<file path="config.mk">
export PLATFORM = sky130hd
export DESIGN_NAME = dm_arbiter
export DESIGN_NICKNAME = d
export VERILOG_FILES = /design/src/rtl/dm_arb_pkg.sv /design/src/rtl/dm_arbiter_rr_pick2.sv /design/src/rtl/dm_arbiter.sv
export SDC_FILE = /design/constraint.sdc
export NUM_CORES = 1
export LEC_CHECK = 0
export BUFFER_PORTS_ARGS = -buffer_cell sky130_fd_sc_hd__buf_2
export CORE_AREA = 3 3 74 76
export DETAILED_ROUTE_END_ITERATION = 8
export DIE_AREA = 0 0 77 79
export GPL_TIMING_DRIVEN = 0
export PLACE_DENSITY = 0.67
export SYNTH_ARGS = -nofsm -noshare
export SYNTH_HDL_FRONTEND = slang
export SYNTH_SLANG_ARGS = --single-unit
</file>
<file path="constraint.sdc">
create_clock -name clk -period 5.2 [get_ports clk]
set_input_delay 0.26 -clock clk [delete_from_list [all_inputs] [get_ports clk]]
set_output_delay 0.26 -clock clk [all_outputs]
set_load 0.01 [all_outputs]
</file>
<file path="src/rtl/dm_arb_pkg.sv">
// Shared types and defaults for the two-port data-memory arbiter.
package dm_arb_pkg;

  localparam int AW_DEF = 7;
  localparam int DW_DEF = 32;

  typedef enum logic [1:0] {ARB, LOCK0, LOCK1} arb_state_t;

  typedef logic port_t;

endpackage

</file>
<file path="src/rtl/dm_arbiter_rr_pick2.sv">
// Combinational two-way round-robin picker: on a tie the port that did not win last time is granted.
module rr_pick2
  import dm_arb_pkg::*;
(
  input  logic [1:0] req,
  input  port_t      last,
  output logic [1:0] gnt
);

  always_comb begin
    gnt = 2'b00;
    case (req)
      2'b01:   gnt = 2'b01;
      2'b10:   gnt = 2'b10;
      2'b11:   gnt = last ? 2'b01 : 2'b10;
      default: gnt = 2'b00;
    endcase
  end

endmodule

</file>
<file path="src/rtl/dm_arbiter.sv">
// Two-port arbiter/sequencer for the single-ported data memory, with round-robin
// fairness, a per-port lock for atomic read-modify-write and a one-cycle read return.
module dm_arbiter
  import dm_arb_pkg::*;
#(
  parameter int AW = AW_DEF,
  parameter int DW = DW_DEF
) (
  input  logic                 clk,
  input  logic                 rst_n,
  input  logic [1:0]           req,
  input  logic [1:0]           we,
  input  logic [1:0]           lock,
  input  logic [1:0][AW-1:0]   p_addr,
  input  logic [1:0][DW-1:0]   p_wdata,
  output logic [1:0]           gnt,
  output logic [1:0]           rvalid,
  output logic [DW-1:0]        p_rdata,
  output logic [AW-1:0]        addr,
  output logic                 rd,
  output logic                 wr,
  output logic [DW-1:0]        wdata,
  input  logic [DW-1:0]        rdata,
  output logic                 locked
);

  arb_state_t state;
  port_t      last;
  logic [1:0] req_m;
  logic [1:0] pick;
  logic       gnt_any;
  port_t      w;
  logic       vld_p1;
  port_t      rd_owner_p1;

  // A locked port hides the other requester from the picker entirely.
  always_comb begin
    case (state)
      LOCK0:   req_m = {1'b0, req[0]};
      LOCK1:   req_m = {req[1], 1'b0};
      default: req_m = req;
    endcase
  end

  rr_pick2 u_pick (
    .req  (req_m),
    .last (last),
    .gnt  (pick)
  );

  assign gnt     = rst_n ? pick : 2'b00;
  assign gnt_any = |gnt;
  assign w       = gnt[1];

  assign wr      = gnt_any & we[w];
  assign rd      = gnt_any & ~we[w];
  assign addr    = gnt_any ? p_addr[w]  : '0;
  assign wdata   = gnt_any ? p_wdata[w] : '0;
  assign locked  = (state != ARB);

  // Stage p1: read return, one cycle after the granted read.
  assign rvalid  = vld_p1 ? (rd_owner_p1 ? 2'b10 : 2'b01) : 2'b00;
  assign p_rdata = rdata;

  always_ff @(posedge clk or negedge rst_n) begin
    if (!rst_n) begin
      state  <= ARB;
      last   <= 1'b1;
      vld_p1 <= 1'b0;
    end else begin
      vld_p1 <= rd;
      if (gnt_any) last <= w;
      case (state)
        ARB: begin
          if (gnt_any && lock[w]) state <= w ? LOCK1 : LOCK0;
        end
        LOCK0: begin
          if (!lock[0] && (gnt[0] || !req[0])) state <= ARB;
        end
        LOCK1: begin
          if (!lock[1] && (gnt[1] || !req[1])) state <= ARB;
        end
        default: state <= ARB;
      endcase
    end
  end

  always_ff @(posedge clk) begin
    rd_owner_p1 <= w;
  end

endmodule

</file>
# [Word-level counts from Yosys, hierarchy flattened]
# Index checks and enable logic that the tools add are counted.
[op_classes] n_lt_le_gt_ge=1 n_eq_ne=8 muxes=21 n_bitwise=3 n_reduce_logical=13
[ops] cell="32-bit 2-to-1 mux" count=3
[ops] cell="7-bit 2-to-1 mux" count=3
[ops] cell="2-bit 2-to-1 mux" count=8
[ops] cell="2-bit one-hot mux with 3 select lines" count=2
[ops] cell="2-bit == test, second input constant" count=3
[ops] cell="2-bit != test, second input constant" count=3
[ops] cell="2-bit by 1-bit == test with 1-bit output, second input constant" count=2
[ops] cell="1-bit zero test" count=4
[ops] cell="1-bit 2-to-1 mux" count=4
[ops] cell="2-bit one-hot mux with 2 select lines" count=1
[ops] cell="1-bit logical AND" count=3
[ops] cell="3-bit AND reduction" count=1
[ops] cell="1-bit bitwise AND" count=2
[ops] cell="2-bit zero test" count=1
[ops] cell="1-bit logical OR" count=2
[ops] cell="1-bit by 2-bit < comparator with 1-bit output, second input constant" count=1
[ops] cell="2-bit nonzero test" count=1
[ops] cell="2-bit OR reduction" count=1
[ops] cell="1-bit NOT" count=1
[word_totals] in_bits=118 out_inout_bits=78 register_bits=5 word_cells=50

# [Logic depth before layout (Yosys ltp)]
# Gate-level depths: netlist of run 1.
[depth] word_depth=10 depth_mapped=8 depth_no_buf=7

# [By module]
# A second synthesis of run 1 with hierarchy kept.
[unflattened] hier_cells=123 area_unflattened_um2=982.2
[modules_own_cells] mod="dm_arbiter" seq_area_each_um2=121.4 instances=1 cells_per_inst=120 area_each_um2=963.4
[modules_own_cells] mod="rr_pick2" seq_area_each_um2=0.0 instances=1 cells_per_inst=3 area_each_um2=18.8

# [Least setup slack after synthesis of run 1]
# Ideal clock, no wire load.
[synth_path] path_kind="register -> output" from="reg state[0]" to="out rd" t_required_ps=4940 slack_ps=3216 t_arrival_ps=1724 stages_incl_launch_ff=9 n_path_buf=1 path_cell_list="dfrtp_1 > inv_1 > ha_1 > nand2b_2 > and3_1 > a21boi_4 > buf_4 > inv_1 > o22ai_1"
[synth_rtl] item="from (decl)" line_no="dm_arbiter.sv:27" rtl="arb_state_t state;"
[synth_rtl] item="from (signal assigned)" line_no="dm_arbiter.sv:75" rtl="if (gnt_any && lock[w]) state <= w ? LOCK1 : LOCK0;"
[synth_rtl] item="2-bit == test / 2-bit by 1-bit == test with 1-bit output (equally long branches)" line_no="dm_arbiter.sv:38" rtl="case (state)"
[synth_rtl] item="2-bit one-hot mux with 2 select lines (*)" line_no="dm_arbiter.sv:38"
[synth_rtl] item="2-bit == test / 2-bit by 1-bit == test with 1-bit output (equally long branches)" line_no="dm_arbiter_rr_pick2.sv:12" rtl="case (req)"
[synth_rtl] item="2-bit one-hot mux with 3 select lines (*)" line_no="dm_arbiter_rr_pick2.sv:12"
[synth_rtl] item="2-bit 2-to-1 mux (*)" line_no="dm_arbiter.sv:51" rtl="assign gnt = rst_n ? pick : 2'b00;"
[synth_rtl] item="named net gnt[0]" line_no="dm_arbiter.sv:16" rtl="output logic [1:0] gnt,"
[synth_rtl] item="2-bit OR reduction (*)" line_no="dm_arbiter.sv:52" rtl="assign gnt_any = |gnt;"
[synth_rtl] item="1-bit bitwise AND (*)" line_no="dm_arbiter.sv:56" rtl="assign rd = gnt_any & ~we[w];"
[synth_rtl] item="to (decl)" line_no="dm_arbiter.sv:20" rtl="output logic rd,"
# Mark *: on every way through the listed nets, which the timed path passes. The rest lies on a longest branch. The select of a mux whose other input is x is not followed.

# [Worst setup path in the final report of run 1]
[layout_path] from="reg state[0]" to="out rd"
[layout_via] elab_chain_cells=9
[layout_rtl] item="2-bit == test / 2-bit by 1-bit == test with 1-bit output (equally long branches)" line_no="dm_arbiter.sv:38"
[layout_rtl] item="2-bit one-hot mux with 2 select lines (*)" line_no="dm_arbiter.sv:38"
[layout_rtl] item="2-bit == test / 2-bit by 1-bit == test with 1-bit output (equally long branches)" line_no="dm_arbiter_rr_pick2.sv:12"
[layout_rtl] item="2-bit one-hot mux with 3 select lines (*)" line_no="dm_arbiter_rr_pick2.sv:12"
[layout_rtl] item="2-bit 2-to-1 mux (*)" line_no="dm_arbiter.sv:51"
[layout_rtl] item="1-bit 2-to-1 mux (not written as such) (2 in series)" line_no="dm_arbiter.sv:56"
[layout_rtl] item="1-bit NOT" line_no="dm_arbiter.sv:56"
[layout_rtl] item="1-bit bitwise AND (*)" line_no="dm_arbiter.sv:56"
# Every way passes the cells marked *; elsewhere a longest branch is shown, timed or not. The select of a mux whose other input is x is not followed.

==> results of run 1 <==
## timing repair
action | CTS | global route
hold buffers | 1 | 0
buffers inserted | 0 | 0
endpoints found under the hold margin | 3 | 0
gates resized for setup | 0 | 0
## flip-flops by register name, summed over array words and instances, names as in the netlist
name and flops:
vld_p1 1, state 2, rd_owner_p1 1, last 1
## layout by cell type, fill, tap and decap left out, types with 3 or more instances in the layout
cell type and n:
inv_1 5, a22o_1 40, clkbuf_8 3, a21oi_1 4, dfrtp_1 3, o21ai_0 4
nor2b_1 3, ha_1 3, buf_2 169, buf_4 34
## through the flow
step	setup slack, ns	total power, mW	hold WS [ns]	utilization (%)
2_1_floorplan	3.216	0.3711	-0.03559	-
3_3_place_gp	2.896	0.5524	0.09577	39.84
3_5_place_dp	2.877	0.5564	0.09879	39.84
4_1_cts	2.636	0.6343	0.2462	40.99
5_1_grt	2.435	0.6777	0.2956	40.99
6_report	2.691	0.6235	0.2540	40.99
## cell families (layout without fill, tap and decap cells)
logic type | Yosys count | in the layout
fa+ha+maj | 3 | 3
flops | 5 | 5
simple gates | 11 | 11
buf+inv | 46 | 214
compound gates | 56 | 56
## power by group through the flow
stage          logic, mW  registers (mW)  clock network (mW)
4_1_cts            0.494          0.0663              0.0740
2_1_floorplan      0.307          0.0642                   0
6_report           0.485          0.0669              0.0718
3_3_place_gp       0.486          0.0662                   0
3_5_place_dp       0.490          0.0668                   0
5_1_grt            0.532          0.0688              0.0769
## per-layer routing
metal | GRT usage (%) | vias to the layer above
met4 | 2.669 | 0
li1 | - | 761
met1 | 14.54 | 678
met2 | 26.39 | 114
met5 | 0 | -
met3 | 3.968 | 4
## area by class of cell
| class | instances | area (sq um) | area share, % |
|---|---|---|---|
| Buffer | 40 | 285.3 | 14.54 |
| Tap cell | 67 | 83.83 | 4.273 |
| Timing Repair Buffer | 164 | 825.8 | 42.09 |
| Clock buffer | 4 | 45.04 | 2.296 |
| Multi-Input combinational cell | 70 | 578.1 | 29.46 |
| Inverter | 6 | 22.52 | 1.148 |
| Sequential cell | 5 | 121.4 | 6.186 |
## worst max-delay path: cells and delay by family (launching register included)
| kind | cells | cell delay [ns] |
|---|---|---|
| AOI/OAI and AO/OA | 2 | 0.49 |
| and+or+nand+nor | 2 | 0.33 |
| DFF | 1 | 0.36 |
| adders and majority gates | 1 | 0.33 |
| buffers and inverters | 4 | 0.52 |
## worst paths after layout
check / slack (ns) / from / to / cells after the start
worst max-delay path: 2.69 / state[0] / rd / 9
worst min-delay path: 0.25 / we[0] / vld_p1 / 2
worst max register to register: 3.24 / state[0] / vld_p1 / 8
worst min register to register: 0.53 / state[1] / state[1] / 1
max in group asynchronous: 4.55 / rst_n / last / 2
min in group asynchronous: 0.42 / rst_n / vld_p1 / 2
==> results.cfg, run 1 <==
[floorplan]
io_pins = 196
die_w_um = 77
core-area_sq_mm = 0.004786
num_rows = 25
fp.dieArea_sq_mm = 0.006083
start_util_pct = 21.05
die_h_um = 79

[placement]
routabilityCongestion = 0.8214
hpwl_um = 4066
placed_area_sq_mm = 0.001907
portBuffers = 163
placedCellCount = 351

[detailed_routing]
initialDrtViolationCount = 21
met2WireLength_um = 2408
wl_met1_um = 1699
wl_per_cell_um = 13.17
highest_layer = met4
drt_pass1_iterations = 4
num_vias = 1557
drt-total-wl_um = 4690
vias_per_cell = 4.374
remaining_drc_errors = 0
drt.antenna.violating_nets = 0
wl_met3_um = 563

[sta]
period_needed_ns = 2.509
drv_slew = 0
worstMarginPinSlew_ns = 0.4678
min_period_over_period_pct = 48.25
max_freq_ghz = 0.3986
hold_violations = 0
rsz0062_at_grt = false
relSlewSlack_pct = 68.71
setup_viol = 0
tns_ns = 0
clock_skew_ns = 0.0002019

[worst_setup_path]
path_class = flop to output pin
crit_fanout = 10
cp_data_arrival_time_ns = 2.25
crit_path_cell_trace = inv_1 > ha_1 > nand2b_2 > and3_1 > a21boi_4 > buf_4 > inv_1 > o22ai_1 > buf_2
setup.worst_path.end_class = output pin
crit_required_ns = 4.94
max_stage_delay_ns = 0.36
cp-start-kind = flop
crit_slowest_cell = dfrtp_1
path_common_cell = inv_1

[clock_network]
ctsHtreeMaxLevel = 1
clockRootBuffer = clkbuf_8
cts_tree = done
clk_latency_ns = 0.22
cts_buffers = 3
cts_buffer_depth = 2
clk_pin_slew_ns = 0.04
cts_sinks = 5

[power]
power_frac_comb_pct = 77.7
swShare_pct = 45.74
internal-power_mw = 0.3383
clkPwrFrac_pct = 11.5
power_leakage_nw = 1.217
pwr-share-seq_pct = 10.7
power_density_mw_per_mm2 = 317.8
switchingPower_mw = 0.2852
ir_drop_mv = 0.2027

[yosys]
synth_top_area_share_pct = 34.78
syn-cell-area_sq_mm = 0.001007
async_reset_ff_share_pct = 80.00
synth_most_common_cell = a22o_1
synth_xor_area_share_pct = 0
synthAdderAreaFrac_pct = 3.727
synth_edf_count = 0
avgSynthCellArea_sq_um = 8.324
synth_area_leaders = a22o_1 (35%), buf_4 (25%), dfrtp_1 (7.5%), ha_1 (3.7%), buf_2 (3.0%)
ys.flop_type = dfrtp_1
ys_ff_latch = 5
synthCells = 121
yosys-top-cells-count = a22o_1 (40), buf_4 (34), buf_2 (6)
yosysWarnings = 0
yosysUniqueCellTypes = 25
yosys-mux-area-fraction_pct = 0
yosysSeqAreaShare_pct = 12.05
yosys.area_share.simple_pct = 6.832
synth_top_family_by_area = compound AO/OA/AOI/OAI gates
synth_nets = 242
synth_compound_area_share_pct = 46.83
synth_top_cell_by_area = a22o_1

[run]
drv_cap = 0

[global_route]
grt_pass1_wl_um = 6982
antenna_found_initial = 0
grt_max_degree = 12
globalRouteOverflowTotal = 0
grt_use_total_pct = 13.58
grt_pass1_vias = 1526

[layout]
num-fill-cells = 520
synthToLayoutAreaGrowth_pct = 94.78
final_layout_size_suffix_gt1_share_pct = 73.01
fin_area_sq_mm = 0.001962
diodes = 0
fin_cells = 356
nNetsFinal = 411

[run_status]
status = completed

[min_path]
hp-class = input port to flop
Note: power is estimated with default switching activity, not from simulation.
==> inputs of run 2 (changes only) <==
--- a/config.mk
+++ b/config.mk
@@ -6,11 +6,11 @@
 export NUM_CORES = 1
 export LEC_CHECK = 0
 export BUFFER_PORTS_ARGS = -buffer_cell sky130_fd_sc_hd__buf_2
-export CORE_AREA = 3 3 74 76
+export CORE_AREA = 3 3 75 77
 export DETAILED_ROUTE_END_ITERATION = 8
-export DIE_AREA = 0 0 77 79
+export DIE_AREA = 0 0 78 80
 export GPL_TIMING_DRIVEN = 0
-export PLACE_DENSITY = 0.67
+export PLACE_DENSITY = 0.65
 export SYNTH_ARGS = -nofsm -noshare
 export SYNTH_HDL_FRONTEND = slang
 export SYNTH_SLANG_ARGS = --single-unit
==> constraint.sdc (replaced) <==
create_clock -name clk -period 2.6 [get_ports clk]
set_input_delay 0.13 -clock clk [delete_from_list [all_inputs] [get_ports clk]]
set_output_delay 0.13 -clock clk [all_outputs]
set_load 0.01 [all_outputs]
==> results.cfg, run 2 (synthesized netlist as in run 1, its figures left out) <==
[sta]
relSlewSlack_pct = 67.23
worstMarginPinSlew_ns = 0.4900
period_needed_ns = 2.376
drv_slew = 0
rsz0062_at_grt = false
max_freq_ghz = 0.4208
tns_ns = 0
hold_violations = 0
clock_skew_ns = 0.001290
timing.final.ws_setup_ns = 0.2235
min_period_over_period_pct = 91.40
setup_viol = 0

[worst_setup_path]
crit_required_ns = 2.47
max_stage_delay_ns = 0.46
crit_start = state[0]
cp_data_arrival_time_ns = 2.25
r2r_cells = 7
setup.worst_path.end_class = output pin
path_common_cell = buf_2
crit_path_cell_trace = inv_1 > ha_1 > nor2b_1 > a211oi_4 > buf_2 > a22o_1 > buf_2
endpoint = wdata[2]
crit_slowest_cell = a211oi_4
crit_fanout = 10
r2r_start = state[0]
r2r_slack_ns = 0.66
cp-start-kind = flop
path_class = flop to output pin
r2r-end = vld_p1

[floorplan]
fp.dieArea_sq_mm = 0.006240
start_util_pct = 19.85
io_pins = 196
num_rows = 26
die_h_um = 80
die_w_um = 78
core-area_sq_mm = 0.005075

[layout]
final_common_cell = buf_2
fin_area_sq_mm = 0.001986
synthToLayoutAreaGrowth_pct = 97.14
largest-register = state
final_cell_mix = buf_2 (169), a22o_1 (40), buf_4 (34)
nNetsFinal = 412
diodes = 0
final_layout_size_suffix_gt1_share_pct = 73.10
fin_cells = 360
largest_register_ffs = 2

[power]
power_leakage_nw = 1.225
ir_drop_mv = 0.4653
power_density_mw_per_mm2 = 635.6

[clock_network]
cts_buffer_depth = 2
clk_pin_slew_ns = 0.03
ctsHtreeMaxLevel = 1
cts_tree = done
cts_resized = 0
cts_sinks = 5
clk_latency_ns = 0.22
clockRootBuffer = clkbuf_8
cts_buffers = 3

[global_route]
antenna_found_initial = 0
grt_use_total_pct = 12.20
grt_pass1_vias = 1409
grt_pass1_wl_um = 6306
globalRouteOverflowTotal = 0
grt_max_degree = 12

[detailed_routing]
num_vias = 1543
drt_pass1_iterations = 2
wl_per_cell_um = 12.32
drt-total-wl_um = 4436
remaining_drc_errors = 0
initialDrtViolationCount = 11
vias_per_cell = 4.286
drt.antenna.violating_nets = 0

[placement]
dp_slack_ns = 0.3770
routabilityCongestion = 0.7416
placed_area_sq_mm = 0.001911
hpwl_um = 3826
portBuffers = 163
placedCellCount = 354

[run]
drv_cap = 0

[run_status]
status = completed

[min_path]
hp-class = input port to flop
## run 2: worst min path at each step
stage / start / endpoint / slack, ns / cells past startpoint
6_report: we[0] / vld_p1 / 0.11 / 2
5_1_grt: we[0] / vld_p1 / 0.13 / 2
4_1_cts: we[0] / vld_p1 / 0.11 / 2
3_5_place_dp: rst_n / state[1] / -0.04 / 1
3_3_place_gp: rst_n / state[1] / -0.03 / 1
2_1_floorplan: rst_n / state[0] / -0.17 / 0
## run 2: timing repair
action,4_1_cts,5_1_grt
hold buffers,1,0
hold endpoints to repair,4,0
setup buffers,0,1
endpoints found under the setup margin,0,1
## run 2: report_power, final
| part | internal [mW] | switching [mW] |
|---|---|---|
| clock | 0.105 | 0.0390 |
| sequential | 0.113 | 0.0205 |
| combinational | 0.474 | 0.510 |
| total | 0.693 | 0.569 |
## run 2: cell type report
| class | instances | area (sq um) |
|---|---|---|
| multi-input cells | 70 | 578.1 |
| fillers | 537 | 3089 |
| inverters | 6 | 22.52 |
| repair buffers | 165 | 845.8 |
| flip-flops and latches | 5 | 121.4 |
| plain buffers | 40 | 285.3 |
| well taps | 70 | 87.58 |
| clock buffers | 4 | 45.04 |
## run 2: stage by stage
| step | utilization, % | power (mW) | hold slack [ns] |
|---|---|---|---|
| finish | 39.13 | 1.262 | 0.1142 |
| CTS | 38.73 | 1.267 | 0.1101 |
| global route | 39.13 | 1.381 | 0.1274 |
| global placement | 37.65 | 1.104 | -0.03481 |
| detailed placement | 37.65 | 1.112 | -0.03699 |
| floorplan | - | 0.7423 | -0.1656 |
## run 2: critical path: cells and delay by family (launching register included)
kind            cells  cell delay (ns)
fa+ha+maj           1             0.34
flops               1             0.35
compound gates      2             0.65
simple gates        1             0.17
buf+inv             3             0.51
## run 2: layer usage
| metal | up-vias | GRT usage [%] | wire (um) |
|---|---|---|---|
| li1 | 763 | - | - |
| met1 | 668 | 15.21 | 1727 |
| met2 | 107 | 21.06 | 2152 |
| met3 | 5 | 2.822 | 524 |
| met4 | 0 | 3.147 | 31 |
| met5 | - | 0 | 0 |
